--- src/rtl/memory_stage_pkg.sv ---
// Shared pipeline definitions: control-bus bit positions and MEM-stage FSM encoding.
// Execute, memory and writeback stages all import this package.
package memory_stage_pkg;

  localparam int MEM_READ_BIT   = 0;
  localparam int MEM_WRITE_BIT  = 1;
  localparam int BRANCH_BIT     = 2;
  localparam int REG_WRITE_BIT  = 0;
  localparam int MEM_TO_REG_BIT = 1;

  localparam int WAIT_CNT_W = 8;

  typedef enum logic [0:0] {
    ST_IDLE = 1'b0,
    ST_WAIT = 1'b1
  } mem_state_e;

endpackage

--- src/rtl/mem_wb_reg.sv ---
// MEM/WB pipeline register. A load captures the whole bundle (optionally squashing the
// writeback controls); a bubble clears only the writeback controls and holds the data.
module mem_wb_reg #(
  parameter int DATA_WIDTH     = 32,
  parameter int REG_ADDR_WIDTH = 5,
  parameter int WB_BUS_WIDTH   = 2
) (
  input  logic                      clk_i,
  input  logic                      rst_ni,
  input  logic                      load_i,
  input  logic                      squash_i,
  input  logic                      bubble_i,
  input  logic [WB_BUS_WIDTH-1:0]   wb_bus_i,
  input  logic [DATA_WIDTH-1:0]     read_data_i,
  input  logic [DATA_WIDTH-1:0]     alu_result_i,
  input  logic [REG_ADDR_WIDTH-1:0] add_reg_w_i,
  output logic [WB_BUS_WIDTH-1:0]   wb_bus_o,
  output logic [DATA_WIDTH-1:0]     read_data_o,
  output logic [DATA_WIDTH-1:0]     alu_result_o,
  output logic [REG_ADDR_WIDTH-1:0] add_reg_w_o
);

  logic [WB_BUS_WIDTH-1:0]   wb_bus_q,     wb_bus_d;
  logic [DATA_WIDTH-1:0]     read_data_q,  read_data_d;
  logic [DATA_WIDTH-1:0]     alu_result_q, alu_result_d;
  logic [REG_ADDR_WIDTH-1:0] add_reg_w_q,  add_reg_w_d;

  always_comb begin
    wb_bus_d     = wb_bus_q;
    read_data_d  = read_data_q;
    alu_result_d = alu_result_q;
    add_reg_w_d  = add_reg_w_q;
    if (load_i) begin
      wb_bus_d     = squash_i ? '0 : wb_bus_i;
      read_data_d  = read_data_i;
      alu_result_d = alu_result_i;
      add_reg_w_d  = add_reg_w_i;
    end else if (bubble_i) begin
      // Bubble keeps the previous writeback from being applied a second time.
      wb_bus_d = '0;
    end
  end

  always_ff @(posedge clk_i or negedge rst_ni) begin
    if (!rst_ni) begin
      wb_bus_q     <= '0;
      read_data_q  <= '0;
      alu_result_q <= '0;
      add_reg_w_q  <= '0;
    end else begin
      wb_bus_q     <= wb_bus_d;
      read_data_q  <= read_data_d;
      alu_result_q <= alu_result_d;
      add_reg_w_q  <= add_reg_w_d;
    end
  end

  assign wb_bus_o     = wb_bus_q;
  assign read_data_o  = read_data_q;
  assign alu_result_o = alu_result_q;
  assign add_reg_w_o  = add_reg_w_q;

endmodule

--- src/rtl/memory_stage.sv ---
// MIPS MEM stage: decodes memory controls, runs word accesses over a req/ack port with a
// timeout watchdog, stalls upstream while waiting, and resolves branches combinationally.
module memory_stage
  import memory_stage_pkg::*;
#(
  parameter int DATA_WIDTH     = 32,
  parameter int REG_ADDR_WIDTH = 5,
  parameter int MEM_BUS_WIDTH  = 3,
  parameter int WB_BUS_WIDTH   = 2,
  parameter int TIMEOUT_CYCLES = 255
) (
  input  logic                      clk,
  input  logic                      rst_n,
  input  logic [MEM_BUS_WIDTH-1:0]  memory_bus_in,
  input  logic [WB_BUS_WIDTH-1:0]   wb_bus_in,
  input  logic [DATA_WIDTH-1:0]     alu_result_in,
  input  logic [DATA_WIDTH-1:0]     reg_rt_data_in,
  input  logic [REG_ADDR_WIDTH-1:0] add_reg_w_in,
  input  logic                      alu_zero_flag_in,
  input  logic [DATA_WIDTH-1:0]     branch_target_in,
  output logic                      pc_src_out,
  output logic [DATA_WIDTH-1:0]     branch_target_out,
  output logic                      stall_out,
  output logic                      dmem_req,
  output logic                      dmem_we,
  output logic [DATA_WIDTH-1:0]     dmem_addr,
  output logic [DATA_WIDTH-1:0]     dmem_wdata,
  input  logic [DATA_WIDTH-1:0]     dmem_rdata,
  input  logic                      dmem_ack,
  output logic [WB_BUS_WIDTH-1:0]   wb_bus_out,
  output logic [DATA_WIDTH-1:0]     read_data_out,
  output logic [DATA_WIDTH-1:0]     alu_result_out,
  output logic [REG_ADDR_WIDTH-1:0] add_reg_w_out,
  output logic                      misaligned_out,
  output logic                      timeout_out
);

  localparam logic [WAIT_CNT_W:0] TO_LIM = 9'(TIMEOUT_CYCLES);

  mem_state_e              state_q, state_d;
  logic [WAIT_CNT_W-1:0]   cnt_q, cnt_d;
  logic                    we_q, we_d;
  logic [DATA_WIDTH-1:0]   addr_q, addr_d;
  logic [DATA_WIDTH-1:0]   wdata_q, wdata_d;
  logic                    misaligned_q, misaligned_d;
  logic                    timeout_q, timeout_d;

  logic mem_read, mem_write, access, illegal, start, timed_out;
  logic mwb_load, mwb_squash, rdata_sel;

  assign mem_read  = memory_bus_in[MEM_READ_BIT];
  assign mem_write = memory_bus_in[MEM_WRITE_BIT];
  assign access    = mem_read | mem_write;
  assign illegal   = access & ((alu_result_in[1:0] != 2'b00) | (mem_read & mem_write));
  assign start     = (state_q == ST_IDLE) & access & ~illegal;

  // An ack in the same cycle as the limit wins over the watchdog.
  assign timed_out = (state_q == ST_WAIT) & ~dmem_ack & (({1'b0, cnt_q} + 9'd1) >= TO_LIM);

  assign pc_src_out        = memory_bus_in[BRANCH_BIT] & alu_zero_flag_in;
  assign branch_target_out = branch_target_in;

  always_ff @(posedge clk or negedge rst_n) begin
    if (!rst_n) state_q <= ST_IDLE;
    else        state_q <= state_d;
  end

  always_comb begin
    state_d = state_q;
    unique case (state_q)
      ST_IDLE: if (start) state_d = ST_WAIT;
      ST_WAIT: if (dmem_ack || timed_out) state_d = ST_IDLE;
      default: state_d = ST_IDLE;
    endcase
  end

  always_comb begin
    dmem_req   = 1'b0;
    stall_out  = 1'b0;
    mwb_load   = 1'b0;
    mwb_squash = 1'b0;
    rdata_sel  = 1'b0;
    unique case (state_q)
      ST_IDLE: begin
        stall_out  = start;
        mwb_load   = ~start;
        mwb_squash = illegal;
      end
      ST_WAIT: begin
        dmem_req   = 1'b1;
        stall_out  = ~dmem_ack & ~timed_out;
        mwb_load   = dmem_ack | timed_out;
        mwb_squash = timed_out;
        rdata_sel  = dmem_ack & ~we_q;
      end
      default: ;
    endcase
  end

  // Access latch, saturating wait counter and registered error pulses.
  always_comb begin
    we_d         = we_q;
    addr_d       = addr_q;
    wdata_d      = wdata_q;
    cnt_d        = cnt_q;
    if (state_q == ST_IDLE) begin
      cnt_d = '0;
      if (start) begin
        we_d    = mem_write;
        addr_d  = alu_result_in;
        wdata_d = reg_rt_data_in;
      end
    end else if (!dmem_ack && cnt_q != '1) begin
      cnt_d = cnt_q + 1'b1;
    end
    misaligned_d = (state_q == ST_IDLE) & illegal;
    timeout_d    = timed_out;
  end

  always_ff @(posedge clk or negedge rst_n) begin
    if (!rst_n) begin
      cnt_q        <= '0;
      we_q         <= 1'b0;
      addr_q       <= '0;
      wdata_q      <= '0;
      misaligned_q <= 1'b0;
      timeout_q    <= 1'b0;
    end else begin
      cnt_q        <= cnt_d;
      we_q         <= we_d;
      addr_q       <= addr_d;
      wdata_q      <= wdata_d;
      misaligned_q <= misaligned_d;
      timeout_q    <= timeout_d;
    end
  end

  assign dmem_we        = we_q;
  assign dmem_addr      = addr_q;
  assign dmem_wdata     = wdata_q;
  assign misaligned_out = misaligned_q;
  assign timeout_out    = timeout_q;

  mem_wb_reg #(
    .DATA_WIDTH    (DATA_WIDTH),
    .REG_ADDR_WIDTH(REG_ADDR_WIDTH),
    .WB_BUS_WIDTH  (WB_BUS_WIDTH)
  ) u_mem_wb_reg (
    .clk_i       (clk),
    .rst_ni      (rst_n),
    .load_i      (mwb_load),
    .squash_i    (mwb_squash),
    .bubble_i    (stall_out),
    .wb_bus_i    (wb_bus_in),
    .read_data_i (rdata_sel ? dmem_rdata : '0),
    .alu_result_i(alu_result_in),
    .add_reg_w_i (add_reg_w_in),
    .wb_bus_o    (wb_bus_out),
    .read_data_o (read_data_out),
    .alu_result_o(alu_result_out),
    .add_reg_w_o (add_reg_w_out)
  );

endmodule

--- config.mk ---
export PLATFORM = sky130hd
export DESIGN_NAME = memory_stage
export DESIGN_NICKNAME = d
export VERILOG_FILES = /design/src/rtl/memory_stage_pkg.sv /design/src/rtl/mem_wb_reg.sv /design/src/rtl/memory_stage.sv
export SDC_FILE = /design/constraint.sdc
export NUM_CORES = 1
export LEC_CHECK = 0
export BUFFER_PORTS_ARGS = -buffer_cell sky130_fd_sc_hd__buf_2
export CORE_UTILIZATION = 40
export DETAILED_ROUTE_END_ITERATION = 12
export GPL_ROUTABILITY_DRIVEN = 0
export GPL_TIMING_DRIVEN = 0
export HOLD_SLACK_MARGIN = 0.08
export PLACE_DENSITY = 0.78
export SYNTH_ARGS = -nofsm -noshare
export SYNTH_HDL_FRONTEND = slang
export SYNTH_HIERARCHICAL = 1
export SYNTH_SLANG_ARGS = --single-unit
--- constraint.sdc ---
create_clock -name clk -period 2.8 [get_ports clk]
set_input_delay 0.14 -clock clk [delete_from_list [all_inputs] [get_ports clk]]
set_output_delay 0.14 -clock clk [all_outputs]
set_load 0.005 [all_outputs]
==> results of run 1 <==
[final timing paths]
check                          startpoint                            end  slack (ns)
setup reg to reg                 cnt_q[0]  u_mem_wb_reg/alu_result_o[30]        0.10
min in group asynchronous           rst_n  u_mem_wb_reg/alu_result_o[10]        0.28
hold / removal             dmem_rdata[31]   u_mem_wb_reg/read_data_o[31]        0.12
hold reg to reg              dmem_addr[1]                   dmem_addr[1]        0.49
max in group asynchronous           rst_n                        dmem_we        1.71
setup / recovery                 cnt_q[0]  u_mem_wb_reg/alu_result_o[30]        0.10
[per-stage QoR]
stage / hold slack (ns) / setup slack, ns / TNS [ns] / cells / util, %
2_1_floorplan: -0.156 / 0.282 / 0 / 438 / -
3_3_place_gp: 0.372 / -0.511 / -72.61 / 939 / 50.9
3_5_place_dp: 0.179 / 0.00532 / 0 / 940 / 51.1
4_1_cts: 0.0908 / 0.0442 / 0 / 1077 / 60.9
5_1_grt: 0.109 / 0.000900 / 0 / 1080 / 61.2
6_report: 0.120 / 0.104 / 0 / 1080 / 61.2
[flip-flops by register name, indices dropped and copies added, names as in the netlist]
register                   count
timeout_out                    1
u_mem_wb_reg/add_reg_w_o       5
dmem_we                        1
state_q                        1
u_mem_wb_reg/wb_bus_o          2
u_mem_wb_reg/read_data_o      32
dmem_wdata                    32
u_mem_wb_reg/alu_result_o     32
misaligned_out                 1
dmem_addr                     32
cnt_q                          8
[cells in the mapped netlist (2+ instances only)]
library cell and number:
mux2_2 28, nor3b_1 2, buf_4 32, clkbuf_1 7
nor2_1 2, mux2_4 104, dfrtp_1 147, and2_1 39
buf_6 6, buf_2 4, a21oi_1 7, xor2_1 2
nand3_1 4, nand2_1 8, nor3_1 2, a32o_1 2
xnor2_1 3, buf_12 7, ha_1 2, inv_1 5
o211a_1 3
[layout make-up]
class	instances	area, µm²
Timing Repair Buffer	389	2510
Tap cell	220	275
Buffer	56	504
Clock inverter	15	149
Fill cell	1259	6410
Antenna cell	1	2.50
Inverter	5	18.8
Clock buffer	17	425
Multi-Input combinational cell	230	2550
Sequential cell	147	3680
[report_power, final]
| part | internal (mW) | switching, mW |
|---|---|---|
| logic | 0.929 | 0.537 |
| registers | 2.48 | 0.199 |
| clock network | 1.25 | 0.952 |
| total | 4.65 | 1.69 |
[worst register-to-register path, stage by stage (launching register included)]
cell and delay, ns:
dfrtp_1 0.46, ha_1 0.24, or2_2 0.29, o32a_1 0.29, a221o_1 0.40, a31oi_4 0.24
buf_12 0.18, buf_12 0.16, mux2_4 0.32
[metal layers]
metal	share of wire, %	global-route usage [%]
met2	53	36.4
met4	1.9	8.01
met5	0	0
met1	39	22.8
met3	5.9	4.63
[cells by family (layout without fill, tap and decap cells)]
kind of cell / after synthesis / after routing / synth area share [%]
adder cells (fa/ha/maj): 2 / 2 / 0.372
AO/OA/AOI/OAI: 24 / 24 / 2.79
buffers and inverters: 61 / 482 / 7.62
flip-flops: 147 / 147 / 54.7
XOR/XNOR: 5 / 5 / 0.651
multiplexers: 133 / 133 / 28.0
AND/OR/NAND/NOR: 66 / 66 / 5.86
other: 0 / 1 / 0
[what timing repair did]
item | CTS | global route
hold buffers | 105 | 0
hold endpoints to repair | 200 | 0
setup endpoints to repair | 18 | 67
gates resized for setup | 1 | 7
cloned | 0 | 1
setup buffers | 0 | 1
==> results_dict.tcl, run 1 <==
set metrics [dict create \
    grt_pass1_wl_um 27300 \
    cts_tree "built" \
    drcViolationCount 0 \
    wl_per_cell_um 15.9 \
    fin_area_um2 10100 \
    power.leakage_nw 5.42 \
    worstPathRequired_ns 3.09 \
    cts_made_buffers 17 \
    finalWirelength_um 17100 \
    ios 315 \
    critical_path_peak_fanout 10 \
    slowest_stage "dfrtp_1" \
    synth_top_cell_by_area "dfrtp_1" \
    ys_ff_latch 147 \
    dieArea_um2 17300 \
    endpoint_kind "register" \
    synth_top_area_share_pct 54.7 \
    dr.pass1.iters 4 \
    grt_pass1_vias 5359 \
    final_common_cell "buf_2" \
    crit_path_frequent_cell "buf_12" \
    irDropWorstVdd_v 0.000390 \
    vias 5002 \
    ys_types 43 \
    finalHoldViolCount 0 \
    num_rows 47 \
    nNetsFinal 990 \
    synthToLayoutAreaGrowth_pct 50.3 \
    worstMarginPinSlew_ns 0.804 \
    cts-root-buf "clkbuf_16" \
    die_x_um 132 \
    fmax_ghz 0.371 \
    power.density_nw_per_um2 627 \
    critPathMaxStageDelay_ns 0.46 \
    die_y_um 132 \
    place_area_um2 8440 \
    relSlewSlack_pct 46.3 \
    crit_path_cell_trace "ha_1 > or2_2 > o32a_1 > a221o_1 > a31oi_4 > buf_12 > buf_12 > mux2_4" \
    clkSinkCount 147 \
    path_delay_family "compound AO/OA/AOI/OAI gates" \
    ant_nets 0 \
    yosysWarnings 6 \
    power_mw 6.34 \
    setup_viol 0 \
    path_buf_inv 2 \
    synth_async_sr_flop_share_pct 100 \
    dp.final_hpwl_um 11000 \
    run_status "completed" \
    drv_slew 0 \
    start_kind "register" \
    viasPerCell 4.63 \
    finalClockSkew_ns 0.00906 \
    synth_area_um2 6730 \
    grt_max_degree 82 \
    initial_utilization_pct 40.7 \
    crit_type "register to register" \
    synth_flop_cell "dfrtp_1" \
    port_buffers 281 \
    synth_seq_area_share_pct 54.7 \
    ys_top_cells_by_area "dfrtp_1 55%, mux2_4 23%, mux2_2 4.7%" \
    clk_latency_ns 0.41 \
    grt_use_total_pct 20.1 \
    final_cell_mix "284 x buf_2, 146 x dfrtp_1, 105 x dlygate4sd3_1" \
    grt_overflow_total 0 \
    syn_inst 438 \
    cp.depth 8 \
    rsz0062_at_grt "no" \
    reg2reg_depth 8 \
    synth-edff-count 0 \
    hold_path_class "input port to register" \
    grt_antenna_before_repair 1 \
    core-area_um2 16500 \
    hold_path_depth 3 \
    ctsHtreeMaxLevel 4 \
    drive_above_1_share_pct 58.8 \
    drtIter0Drc 106 \
    syn_area_per_cell_um2 15.4 \
    drv_cap 0 \
    post-route-min-period_ns 2.70 \
    cts.clk_slew.worst_paths_ns 0.06 \
    arrival_ns 2.99 \
    timing.final.crit_share_pct 96.3 \
    syn-num-nets 582 \
    cts.path.max_buffers 2 \
]
Power figures use the tool's default switching activity.
==> inputs of run 2 (changes only) <==
Settings changed: HOLD_SLACK_MARGIN 0.08 to 0.02, MAX_ROUTING_LAYER from default to met4.
==> results_dict.tcl, run 2 (synthesis results as in run 1) <==
set metrics [dict create \
    grt_max_degree 82 \
    grt_pass1_vias 5139 \
    port_buffers 281 \
    holdCritStartpoint "dmem_rdata[16]" \
    finalWirelength_um 16500 \
    worstReg2RegStart "cnt_q[0]" \
    final_common_cell "buf_2" \
    clkSinkCount 147 \
    power.leakage_nw 5.28 \
    endpoint_kind "register" \
    grt_pass1_wl_um 26200 \
    finalClockSkew_ns 0.0133 \
    start_kind "register" \
    nNetsFinal 958 \
    core-area_um2 16500 \
    dr.pass1.iters 4 \
    dieArea_um2 17300 \
    fillCellCount 1303 \
    cts.path.max_buffers 2 \
    final_cells 1048 \
    dp.final_hpwl_um 11000 \
    clk_latency_ns 0.42 \
    die_x_um 132 \
    timing.final.crit_share_pct 96.4 \
    viasPerCell 4.67 \
    hold_path_class "input port to register" \
    cts-root-buf "clkbuf_16" \
    r2r_slack_ns 0.1 \
    grt_overflow_total 0 \
    finalHoldViolCount 0 \
    die_y_um 132 \
    ant_nets 0 \
    placed_cells 940 \
    relSlewSlack_pct 48.4 \
    final_cell_mix "284 x buf_2, 146 x dfrtp_1, 104 x mux2_4" \
    vias 4899 \
    grt_antenna_before_repair 1 \
    run_status "completed" \
    grt_use_total_pct 19.9 \
    cts_tree "built" \
    ctsHtreeMaxLevel 4 \
    crit_type "register to register" \
    irDropWorstVdd_v 0.000392 \
    drv_slew 0 \
    fmax_ghz 0.370 \
    post-route-min-period_ns 2.70 \
    r2r_end "u_mem_wb_reg/alu_result_o[4]" \
    drv_cap 0 \
    num_rows 47 \
    drive_above_1_share_pct 61.1 \
    setup_viol 0 \
    reg2reg_depth 8 \
    fin_util_pct 59.3 \
    worstPathRequired_ns 3.09 \
    wl_per_cell_um 15.8 \
    initial_utilization_pct 40.7 \
    min_to "u_mem_wb_reg/read_data_o[16]" \
    critical_path_peak_fanout 10 \
    ios 315 \
    worstMarginPinSlew_ns 0.773 \
    cts.clk_slew.worst_paths_ns 0.06 \
    tns_ns 0 \
    cts_made_buffers 17 \
    hold_path_depth 3 \
    arrival_ns 2.99 \
    power.density_nw_per_um2 643 \
    synthToLayoutAreaGrowth_pct 45.5 \
    drtIter0Drc 139 \
    drcViolationCount 0 \
]
## run 2: cell count changes in the layout (fill, tap and decap cells not counted)
cell | before | now
dlygate4sd3_1 | 105 | 73
## run 2: timing repair
action / CTS / global route
hold endpoints to repair: 168 / 0
buffers inserted: 0 / 1
setup endpoints to repair: 18 / 67
cloned: 0 / 1
resized for setup: 1 / 7
hold buffers: 73 / 0
## run 2: power by group
group | switching (mW) | total (mW) | internal, mW
clock network | 0.952 | 2.20 | 1.25
registers | 0.199 | 2.67 | 2.48
logic | 0.526 | 1.43 | 0.900
total | 1.68 | 6.30 | 4.62
## run 2: worst max-delay path, cell delays in order (launching register included)
cell,delay (ns)
dfrtp_1,0.45
ha_1,0.24
or2_2,0.29
o32a_1,0.29
a221o_1,0.40
a31oi_4,0.25
buf_12,0.18
buf_12,0.16
mux2_4,0.31
## run 2: how the worst max path moves through the flow
stage / depth (start not counted) / slack, ns / to / startpoint
after floorplan: 8 / 0.28 / u_mem_wb_reg/add_reg_w_o[0] / cnt_q[0]
after global placement: 1 / -0.51 / u_mem_wb_reg/alu_result_o[26] / rst_n
after detailed placement: 9 / 0.005 / u_mem_wb_reg/alu_result_o[25] / cnt_q[1]
after CTS: 8 / 0.04 / u_mem_wb_reg/alu_result_o[30] / cnt_q[0]
after global routing: 8 / -0.0001 / u_mem_wb_reg/read_data_o[1] / cnt_q[0]
final: 8 / 0.1 / u_mem_wb_reg/alu_result_o[4] / cnt_q[0]
## run 2: layer usage
| layer | vias to the layer above | global-route usage [%] | wire [µm] |
|---|---|---|---|
| li1 | 2248 | - | - |
| met1 | 2392 | 22.3 | 6670 |
| met2 | 224 | 34.3 | 8580 |
| met3 | 35 | 4.24 | 900 |
| met4 | 0 | 7.88 | 374 |
| met5 | - | - | 0 |
## run 2: area by class of cell
type                            count  area (µm²)  share of cell area (%)
Inverter                            5        18.8                   0.192
Antenna cell                        1        2.50                  0.0256
Clock inverter                     15         149                    1.52
Sequential cell                   147        3680                    37.6
Clock buffer                       17         425                    4.34
Buffer                             56         504                    5.15
Timing Repair Buffer              357        2190                    22.3
Tap cell                          220         275                    2.81
Multi-Input combinational cell    230        2550                    26.1
## run 2: stage by stage
| step | setup slack (ns) | total power [mW] | hold slack, ns | instance area, µm² |
|---|---|---|---|---|
| 5_1_grt | -0.000102 | 6.59 | 0.0409 | 9790 |
| 3_3_place_gp | -0.511 | 3.98 | 0.372 | 8410 |
| 4_1_cts | 0.0442 | 6.34 | 0.0331 | 9750 |
| 6_report | 0.0994 | 6.30 | 0.0505 | 9790 |
| 3_5_place_dp | 0.00532 | 4.03 | 0.179 | 8440 |
| 2_1_floorplan | 0.282 | 3.40 | -0.156 | 6730 |
